[config.mk]
export PLATFORM = sky130hd
export DESIGN_NAME = i2c_req_arbiter
export DESIGN_NICKNAME = d
export VERILOG_FILES = /design/src/rtl/i2c_req_arbiter.sv
export SDC_FILE = /design/constraint.sdc
export NUM_CORES = 1
export LEC_CHECK = 0
export CAP_MARGIN = 20
export CELL_PAD_IN_SITES_DETAIL_PLACEMENT = 1
export CELL_PAD_IN_SITES_GLOBAL_PLACEMENT = 1
export CORE_UTILIZATION = 35
export CTS_CLUSTER_SIZE = 14
export DETAILED_ROUTE_END_ITERATION = 12
export GPL_TIMING_DRIVEN = 0
export PLACE_DENSITY_LB_ADDON = 0.1
export SLEW_MARGIN = 5
export SYNTH_ARGS = -nofsm -noshare
export SYNTH_HDL_FRONTEND = slang
export SYNTH_SLANG_ARGS = --single-unit
[constraint.sdc]
create_clock -name clk -period 4.4 [get_ports clk]
set_input_delay 0.44 -clock clk [delete_from_list [all_inputs] [get_ports clk]]
set_output_delay 0.44 -clock clk [all_outputs]
set_load 0.05 [all_outputs]
[src/rtl/i2c_req_arbiter.sv]
// Round-robin arbiter that shares one i2c_top master between NREQ requesters.
// Each transaction is accepted, issued to the master, awaited and answered with a one-cycle response.
module i2c_req_arbiter #(
    parameter int NREQ      = 4,
    parameter int NEWD_HOLD = 5,
    parameter int TIMEOUT   = 4096,
    parameter int GW        = 3
) (
    input  logic                clk,
    input  logic                rst,
    input  logic [NREQ-1:0]     req_valid,
    input  logic [NREQ-1:0]     req_op,
    input  logic [7*NREQ-1:0]   req_addr,
    input  logic [8*NREQ-1:0]   req_din,
    output logic [NREQ-1:0]     req_ready,
    output logic [NREQ-1:0]     rsp_valid,
    output logic [7:0]          rsp_dout,
    output logic                rsp_ack_err,
    output logic                rsp_timeout,
    output logic [GW-1:0]       grant_id,
    output logic                arb_busy,
    output logic                m_newd,
    output logic                m_op,
    output logic [6:0]          m_addr,
    output logic [7:0]          m_din,
    input  logic [7:0]          m_dout,
    input  logic                m_busy,
    input  logic                m_ack_err,
    input  logic                m_done
);

    localparam int NPAD = 1 << GW;
    localparam int CMAX = (TIMEOUT > NEWD_HOLD) ? TIMEOUT : NEWD_HOLD;
    localparam int CW   = $clog2(CMAX) + 1;
    localparam logic [CW-1:0] HOLD_LAST = CW'(NEWD_HOLD - 1);
    localparam logic [CW-1:0] TO_LAST   = CW'(TIMEOUT - 1);
    localparam logic [GW:0]   NREQ_W    = (GW+1)'(NREQ);

    typedef enum logic [1:0] {S_IDLE, S_ISSUE, S_WAIT, S_RESP} state_t;

    state_t            r_state;
    state_t            w_next_state;
    logic [CW-1:0]     r_cnt;
    logic [CW-1:0]     w_cnt_nxt;
    logic              r_done_q;
    logic [GW-1:0]     r_last_grant;
    logic              w_complete;

    logic [NPAD-1:0]   w_valid_pad;
    logic [GW:0]       w_cand;
    logic              w_found;
    logic [GW-1:0]     w_sel;
    logic              w_sel_op;
    logic [6:0]        w_sel_addr;
    logic [7:0]        w_sel_din;
    logic [NREQ-1:0]   w_sel_oh;
    logic [NREQ-1:0]   w_grant_oh;

    logic [NREQ-1:0]   w_req_ready_nxt;
    logic [NREQ-1:0]   w_rsp_valid_nxt;
    logic [7:0]        w_rsp_dout_nxt;
    logic              w_rsp_ack_err_nxt;
    logic              w_rsp_timeout_nxt;
    logic [GW-1:0]     w_grant_nxt;
    logic              w_arb_busy_nxt;
    logic              w_m_newd_nxt;
    logic              w_m_op_nxt;
    logic [6:0]        w_m_addr_nxt;
    logic [7:0]        w_m_din_nxt;

    assign w_complete = m_done & ~r_done_q;

    // Scan from last_grant+1 upward, wrapping modulo NREQ; first valid requester wins.
    always_comb begin
        w_valid_pad = NPAD'(req_valid);
        w_found     = 1'b0;
        w_sel       = '0;
        w_cand      = '0;
        for (int k = 1; k <= NREQ; k++) begin
            w_cand = {1'b0, r_last_grant} + (GW+1)'(k);
            if (w_cand >= NREQ_W) begin
                w_cand = w_cand - NREQ_W;
            end
            if (!w_found && w_valid_pad[w_cand[GW-1:0]]) begin
                w_found = 1'b1;
                w_sel   = w_cand[GW-1:0];
            end
        end
    end

    always_comb begin
        w_sel_op   = 1'b0;
        w_sel_addr = '0;
        w_sel_din  = '0;
        w_sel_oh   = '0;
        w_grant_oh = '0;
        for (int i = 0; i < NREQ; i++) begin
            w_sel_oh[i]   = (w_sel == GW'(i));
            w_grant_oh[i] = (grant_id == GW'(i));
            if (w_sel == GW'(i)) begin
                w_sel_op   = req_op[i];
                w_sel_addr = req_addr[7*i +: 7];
                w_sel_din  = req_din[8*i +: 8];
            end
        end
    end

    always_ff @(posedge clk or posedge rst) begin
        if (rst) begin
            r_state      <= S_IDLE;
            r_cnt        <= '0;
            r_done_q     <= 1'b0;
            r_last_grant <= GW'(NREQ - 1);
        end else begin
            r_state  <= w_next_state;
            r_cnt    <= w_cnt_nxt;
            r_done_q <= m_done;
            if (r_state == S_RESP) begin
                r_last_grant <= grant_id;
            end
        end
    end

    // The shared counter times both the newd pulse and the WAIT timeout; it restarts at 0 on every state change.
    always_comb begin
        w_next_state = r_state;
        w_cnt_nxt    = '0;
        case (r_state)
            S_IDLE: begin
                if (w_found && !m_busy) begin
                    w_next_state = S_ISSUE;
                end
            end
            S_ISSUE: begin
                if (r_cnt == HOLD_LAST) begin
                    w_next_state = S_WAIT;
                end else begin
                    w_cnt_nxt = r_cnt + CW'(1);
                end
            end
            S_WAIT: begin
                if (w_complete || (r_cnt == TO_LAST)) begin
                    w_next_state = S_RESP;
                end else begin
                    w_cnt_nxt = r_cnt + CW'(1);
                end
            end
            S_RESP: begin
                w_next_state = S_IDLE;
            end
            default: begin
                w_next_state = S_IDLE;
            end
        endcase
    end

    always_comb begin
        w_req_ready_nxt   = '0;
        w_rsp_valid_nxt   = '0;
        w_rsp_dout_nxt    = rsp_dout;
        w_rsp_ack_err_nxt = rsp_ack_err;
        w_rsp_timeout_nxt = rsp_timeout;
        w_grant_nxt       = grant_id;
        w_arb_busy_nxt    = (w_next_state != S_IDLE);
        w_m_newd_nxt      = (w_next_state == S_ISSUE);
        w_m_op_nxt        = m_op;
        w_m_addr_nxt      = m_addr;
        w_m_din_nxt       = m_din;
        if ((r_state == S_IDLE) && (w_next_state == S_ISSUE)) begin
            w_req_ready_nxt = w_sel_oh;
            w_grant_nxt     = w_sel;
            w_m_op_nxt      = w_sel_op;
            w_m_addr_nxt    = w_sel_addr;
            w_m_din_nxt     = w_sel_din;
        end
        // A done edge in the same cycle as expiry is reported as a normal completion.
        if ((r_state == S_WAIT) && (w_next_state == S_RESP)) begin
            w_rsp_valid_nxt = w_grant_oh;
            if (w_complete) begin
                w_rsp_dout_nxt    = m_op ? m_dout : 8'h00;
                w_rsp_ack_err_nxt = m_ack_err;
                w_rsp_timeout_nxt = 1'b0;
            end else begin
                w_rsp_dout_nxt    = 8'h00;
                w_rsp_ack_err_nxt = 1'b0;
                w_rsp_timeout_nxt = 1'b1;
            end
        end
    end

    always_ff @(posedge clk or posedge rst) begin
        if (rst) begin
            req_ready   <= '0;
            rsp_valid   <= '0;
            rsp_dout    <= '0;
            rsp_ack_err <= 1'b0;
            rsp_timeout <= 1'b0;
            grant_id    <= '0;
            arb_busy    <= 1'b0;
            m_newd      <= 1'b0;
            m_op        <= 1'b0;
            m_addr      <= '0;
            m_din       <= '0;
        end else begin
            req_ready   <= w_req_ready_nxt;
            rsp_valid   <= w_rsp_valid_nxt;
            rsp_dout    <= w_rsp_dout_nxt;
            rsp_ack_err <= w_rsp_ack_err_nxt;
            rsp_timeout <= w_rsp_timeout_nxt;
            grant_id    <= w_grant_nxt;
            arb_busy    <= w_arb_busy_nxt;
            m_newd      <= w_m_newd_nxt;
            m_op        <= w_m_op_nxt;
            m_addr      <= w_m_addr_nxt;
            m_din       <= w_m_din_nxt;
        end
    end

endmodule

==> run metrics, run 1 <==
Setup Fix Bufs, Post-CTS 0; Hold Buf Count CTS 0; Die Y 99.1 um; synthesized area per cell 10.8 um^2; final hold violation count 0; total core area 9200 um^2; HPWL after DPL 6.83 mm; Mapped Cells 306; Synth Net Count 396; critical path type reg2reg; Stages on worst setup path 10; final WL 8.91 mm; Post-CTS Resized 0; sw frac 46.1%; commonest non-fill, non-tap cell in the layout clkdlybuf4s50_1; ys async rst share 100%; Synth Flop Type dfrtp_1; RSZ-0062 raised after global routing false; Worst VDD drop 0.393 mV; # diodes 0; total CTS buffers 9; Overall Global Routing Usage 19.3%; initial DRC count 86; TNS Setup 0 ns; vias per cell 5.05; IO buf count 119; Final Util 52.9%; hold crit path type reg2reg; largest stage delay on the critical path 0.60 ns; Logic pwr share 62.7%; die area 9810 um^2; Ports 120; vias in the first global route 3059; Detail Route Antenna Nets 0; most frequent cells in the layout clkdlybuf4s50_1, dfrtp_1, mux2i_1, nor2_1, nand2_1; vias 2794; Rows 35; Initial Utilization 35.9%; CP Data Required Time 4.65 ns; Fillers 1026; synth warn 0; run status complete, no violations; met2 wire len 4.32 mm; CP Launch Point r_last_grant[1]; crit end category flip-flop; DIE WIDTH 99.1 um; CTS tree done; Critical Path AT 3.52 ns; Worst Hold End r_cnt[0]; Layout area overhead 47.6%; global-route wire length before repair 14.7 mm; register area share after synthesis 44.1%; synthesized cell area 3300 um^2; pin count of the biggest net entering global routing 31; synth unique cells 51; gr ovfl total 0; Clock Sinks 58; NetSw 1.68 mW; M1 WL 3.95 mm; share of post-route cells with drive strength above 1 11.1%; Buf+Inv Stages, Crit Path 3; CTS Buffer Depth 2; WHS Path Cells 1; Tcrit/Tclk final 74.4%; Setup Viol. Count Final 0; Slew Viols, Final 0; Slew HR 53.4%; Clock Power Share 15.3%; worst reg2reg path depth 10; top layer reached by signal wires met4; register share of total power 22.0%; drt first pass iters 4; crit path max fanout 10; Placer Congestion 0.762; Layout Nets 527; crit path cell chain buf_2 > inv_1 > ha_1 > nor2b_1 > a211oi_1 > o2111a_1 > o21a_1 > nor2_2 > buf_4 > a221oi_2; CP top delay family compound AO/OA/AOI/OAI gates; Slowest-stage cell, CP a211oi_1; count of flip-flops with a built-in enable after synthesis 0; r2r setup slk 1.12 ns; worst r2r src r_last_grant[1]; CTS root buf clkbuf_8; leak pwr 2.09 nW; met3 WL 585 um; final setup skew 0.00677 ns; min Tclk post-route 3.28 ns; Clock Pin Slew Worst Setup and Hold Paths 0.07 ns; worst reg2reg path endpoint m_din[2]; routed len/inst 16.1 um; Fmax 305 MHz; Worst setup SP type flip-flop; register bit count reported by yosys 58; initial antenna violation count 0; Pint 1.96 mW; hold path start r_cnt[0]; maxcap violations 0; H-tree depth 3; worst-skew pair later-pin latency 0.34 ns; DRC 0; PwrDens 749 nW/um^2; Worst Max-Slew Pin Slew 0.694 ns
[sequential cells by signal, indices dropped and copies added (netlist names)]
signal / cells
arb_busy: 1
grant_id: 3
m_addr: 7
m_din: 8
m_newd: 1
m_op: 1
r_cnt: 13
r_done_q: 1
r_last_grant: 3
r_state: 2
req_ready: 4
rsp_ack_err: 1
rsp_dout: 8
rsp_timeout: 1
rsp_valid: 4
[cells in the mapped netlist, types with 3 or more instances]
cell / n / share of area [%]
a21oi_1: 4 / 0.61
a221oi_1: 7 / 1.9
a221oi_2: 9 / 4.1
and2_1: 3 / 0.57
and3_1: 7 / 1.3
buf_2: 3 / 0.46
buf_4: 3 / 0.68
buf_6: 5 / 1.7
dfrtp_1: 56 / 43
ha_1: 9 / 3.4
inv_1: 20 / 2.3
mux2_1: 3 / 1.0
mux2i_1: 44 / 13
nand2_1: 21 / 2.4
nand2b_1: 4 / 0.76
nand3_1: 8 / 1.2
nor2_1: 40 / 4.6
nor2b_1: 3 / 0.57
nor3_1: 3 / 0.46
o21a_1: 3 / 0.68
o21ai_0: 5 / 0.76
o21ai_1: 3 / 0.46
xnor2_1: 6 / 1.6
xor2_1: 5 / 1.3
[power by group through the flow]
stage | logic, mW | registers, mW | clock network, mW
6_report | 2.28 | 0.803 | 0.558
5_1_grt | 2.46 | 0.824 | 0.594
4_1_cts | 2.31 | 0.806 | 0.571
3_5_place_dp | 2.30 | 0.810 | 0
3_3_place_gp | 2.28 | 0.803 | 0
2_1_floorplan | 1.26 | 1.21 | 0
[cell type report]
cell class / count / area (um^2) / area share [%]
buffer: 13 / 113 / 2.31
clock buffer: 11 / 141 / 2.91
clock inverter: 5 / 77.6 / 1.59
inverter: 20 / 75.1 / 1.54
multi-input combinational: 215 / 1660 / 34.0
sequential: 58 / 1450 / 29.9
tap: 111 / 139 / 2.85
timing repair buffer: 120 / 1210 / 24.9
[logic make-up (layout without fill, tap and decap cells)]
logic type / count (synthesis) / in the layout / synth area share [%]
XOR/XNOR: 11 / 11 / 2.92
multiplexers: 49 / 49 / 15.7
adder cells (fa/ha/maj): 9 / 9 / 3.42
buffers and inverters: 33 / 169 / 5.69
flip-flops: 58 / 58 / 44.1
AND/OR/NAND/NOR: 100 / 100 / 14.7
AO/OA/AOI/OAI: 46 / 46 / 13.4
[worst register-to-register path, cell delays in order (launching register included)]
cell      delay (ns)
dfstp_2         0.53
buf_2           0.20
inv_1           0.08
ha_1            0.42
nor2b_1         0.08
a211oi_1        0.60
o2111a_1        0.42
o21a_1          0.24
nor2_2          0.13
buf_4           0.22
a221oi_2        0.27
[stage by stage]
stage | total power [mW] | instance area [um^2] | setup slack, ns | cells | hold WS (ns)
2_1_floorplan | 2.47 | 3300 | 1.67 | 306 | 0.455
3_3_place_gp | 3.08 | 4630 | 1.24 | 536 | 0.471
3_5_place_dp | 3.11 | 4650 | 1.16 | 537 | 0.478
4_1_cts | 3.69 | 4870 | 1.13 | 553 | 0.495
5_1_grt | 3.88 | 4870 | 0.914 | 553 | 0.519
6_report | 3.65 | 4870 | 1.12 | 553 | 0.495
[routing by layer]
metal | vias up | GRT usage [%]
met4 | 0 | 4.19
met5 | - | 0
met3 | 4 | 7.16
met2 | 70 | 33.0
met1 | 1374 | 23.1
li1 | 1346 | -
[worst max path at each step]
stage                      to  slack [ns]
CTS                  m_din[2]        1.13
global placement         m_op        1.24
global route         m_din[2]        0.91
floorplan           m_addr[6]        1.67
detailed placement   m_din[2]        1.16
finish               m_din[2]        1.12
(Power assumes the default switching activity.)
==> inputs of run 2 (changes only) <==
--- a/config.mk
+++ b/config.mk
@@ -8,7 +8,7 @@
 export CAP_MARGIN = 20
 export CELL_PAD_IN_SITES_DETAIL_PLACEMENT = 1
 export CELL_PAD_IN_SITES_GLOBAL_PLACEMENT = 1
-export CORE_UTILIZATION = 35
+export CORE_UTILIZATION = 34
 export CTS_CLUSTER_SIZE = 14
 export DETAILED_ROUTE_END_ITERATION = 12
 export GPL_TIMING_DRIVEN = 0
==> constraint.sdc (replaced) <==
create_clock -name clk -period 3.4 [get_ports clk]
set_input_delay 0.34 -clock clk [delete_from_list [all_inputs] [get_ports clk]]
set_output_delay 0.34 -clock clk [all_outputs]
set_load 0.05 [all_outputs]
==> run 2 against run 1 <==
Compared with the run above:
- flip-flop and latch count did not move
- sequential share of layout area fell by 0.054 points
- critical path depth did not move
- worst setup slack got worse by 0.82 ns
- sequential power rose by 30%
- first-iteration DRC count fell by 48%
- global-route usage barely moved
- final cell count rose by 3.1%
==> run metrics, run 2 (synthesized netlist as in run 1, its figures left out) <==
run status complete, no violations (unchanged); TNS Setup 0 ns (unchanged); HPWL after DPL 6.94 mm (was 6.83 mm); Rows 35 (unchanged); Layout area overhead 47.9% (was 47.6%); most frequent cells in the layout clkdlybuf4s50_1, dfrtp_1, mux2i_1, nor2_1, nand2_1 (unchanged); CP Capture Point m_din[3] (was m_din[2]); Area after DPL 4670 um^2 (was 4650 um^2); Clock Pin Slew Worst Setup and Hold Paths 0.07 ns (about the same); vias in the first global route 3028 (was 3059); CP most frequent cell o21a_1; final WL 8.99 mm (was 8.91 mm); Worst setup SP type flip-flop (unchanged); Layout Nets 527 (unchanged); vias per cell 4.92 (was 5.05); Setup Viol. Count Final 0 (unchanged); Tcrit/Tclk final 90.9% (was 74.4%); hold crit path type in2async (was reg2reg); initial DRC count 45 (was 86); Design Power 4.69 mW (was 3.65 mW); min Tclk post-route 3.09 ns (was 3.28 ns); DRC 0 (unchanged); critical path type reg2reg (unchanged); CP Launch Point r_last_grant[1] (unchanged); crit path cell chain buf_2 > inv_1 > ha_1 > mux2i_1 > o21a_1 > o2111a_1 > o21a_1 > nor2_2 > buf_4 > a221oi_2 (was buf_2 > inv_1 > ha_1 > nor2b_1 > a211oi_1 > o2111a_1 > o21a_1 > nor2_2 > buf_4 > a221oi_2); fin area 4870 um^2 (about the same); PwrDens 962 nW/um^2 (was 749 nW/um^2); RSZ-0062 raised after global routing false (unchanged); Initial Utilization 35.3% (was 35.9%); largest stage delay on the critical path 0.53 ns (was 0.60 ns); drt first pass iters 4 (unchanged); share of post-route cells with drive strength above 1 10.7% (was 11.1%); routed len/inst 15.8 um (was 16.1 um); Fmax 323 MHz (was 305 MHz); commonest non-fill, non-tap cell in the layout clkdlybuf4s50_1 (unchanged); pin count of the biggest net entering global routing 34 (was 31); CTS root buf clkbuf_8 (unchanged); Slew Viols, Final 0 (unchanged); # diodes 0 (unchanged); Critical Path AT 3.30 ns (was 3.52 ns); Clock Sinks 58 (unchanged); worst-skew pair later-pin latency 0.34 ns (about the same); Worst Max-Slew Pin Slew 0.727 ns (was 0.694 ns); Die Y 100 um (was 99.1 um); worst reg2reg path endpoint m_din[3] (was m_din[2]); Slew HR 51.5% (was 53.4%); worst r2r src r_last_grant[1] (unchanged); Overall Global Routing Usage 19.3% (about the same); Top reg by flops r_cnt (unchanged); total CTS buffers 9 (unchanged); Slowest-stage cell, CP dfstp_2 (was a211oi_1); Worst VDD drop 0.520 mV (was 0.393 mV); leak pwr 2.08 nW (was 2.09 nW); r2r setup slk 0.31 ns (was 1.12 ns); worst reg2reg path depth 10 (unchanged); Hold Slack 0.440 ns (was 0.495 ns); crit path max fanout 10 (unchanged); vias 2804 (was 2794); CP Data Required Time 3.61 ns (was 4.65 ns); Ports 120 (unchanged); biggest regs r_cnt x13, m_din x8, rsp_dout x8 (unchanged); final setup skew 0.0109 ns (was 0.00677 ns); Final Util 52.3% (was 52.9%); initial antenna violation count 0 (unchanged); max reg flops 13 (unchanged); crit end category flip-flop (unchanged); Detail Route Antenna Nets 0 (unchanged); total core area 9330 um^2 (was 9200 um^2); Placer Congestion 0.834 (was 0.762); CTS Buffer Depth 2 (unchanged); IO buf count 119 (unchanged); CTS tree done (unchanged); DIE WIDTH 100 um (was 99.1 um); die area 10100 um^2 (was 9810 um^2); gr ovfl total 0 (unchanged); H-tree depth 3 (unchanged); final hold violation count 0 (unchanged); global-route wire length before repair 14.8 mm (was 14.7 mm); maxcap violations 0 (unchanged)
run 2: report_power, final:
part,switching [mW],internal (mW)
Sequential,0.135,0.906
Combinational,1.76,1.21
Clock,0.268,0.408
run 2: per-layer routing:
metal / track usage, % / share of wire [%]
met1: 21.8 / 42
met2: 32.9 / 49
met3: 7.70 / 6.9
met4: 6.69 / 1.8
met5: 0 / 0
run 2: worst min path at each step:
stage | slack, ns | startpoint | cells after the start | to
floorplan | 0.37 | m_done | 0 | r_done_q
global route | 0.48 | m_done | 1 | r_done_q
global placement | 0.47 | rsp_timeout | 1 | rsp_timeout
CTS | 0.46 | rst | 2 | rsp_dout[0]
detailed placement | 0.48 | rsp_timeout | 1 | rsp_timeout
finish | 0.44 | rst | 2 | rsp_dout[0]
run 2: final cells by class:
class,instances,area [um^2]
timing repair buffer,120,1210
clock inverter,3,65.1
fill,1039,4450
sequential,58,1450
buffer,13,113
multi-input combinational,215,1660
clock buffer,12,135
inverter,20,75.1
tap,129,161
run 2: worst max-delay path: cells and delay by family (launching register included):
kind                     cells  cell delay, ns
AND/OR/NAND/NOR              1            0.40
flip-flops                   1            0.53
adder cells (fa/ha/maj)      1            0.38
buffers and inverters        3            0.57
multiplexers                 1            0.18
AO/OA/AOI/OAI                4            0.91
run 2: stage by stage:
| step | cells | setup WS, ns |
|---|---|---|
| 2_1_floorplan | 306 | 0.672 |
| 3_3_place_gp | 554 | 0.285 |
| 3_5_place_dp | 555 | 0.229 |
| 4_1_cts | 570 | 0.227 |
| 5_1_grt | 570 | 0.0960 |
| 6_report | 570 | 0.309 |
run 2: repair_timing:
item / in CTS / in global routing
endpoints found under the hold margin: 0 / 0
buffers inserted: 0 / 0
gates resized for setup: 0 / 1
endpoints found under the setup margin: 0 / 27
hold buffers: 0 / 0
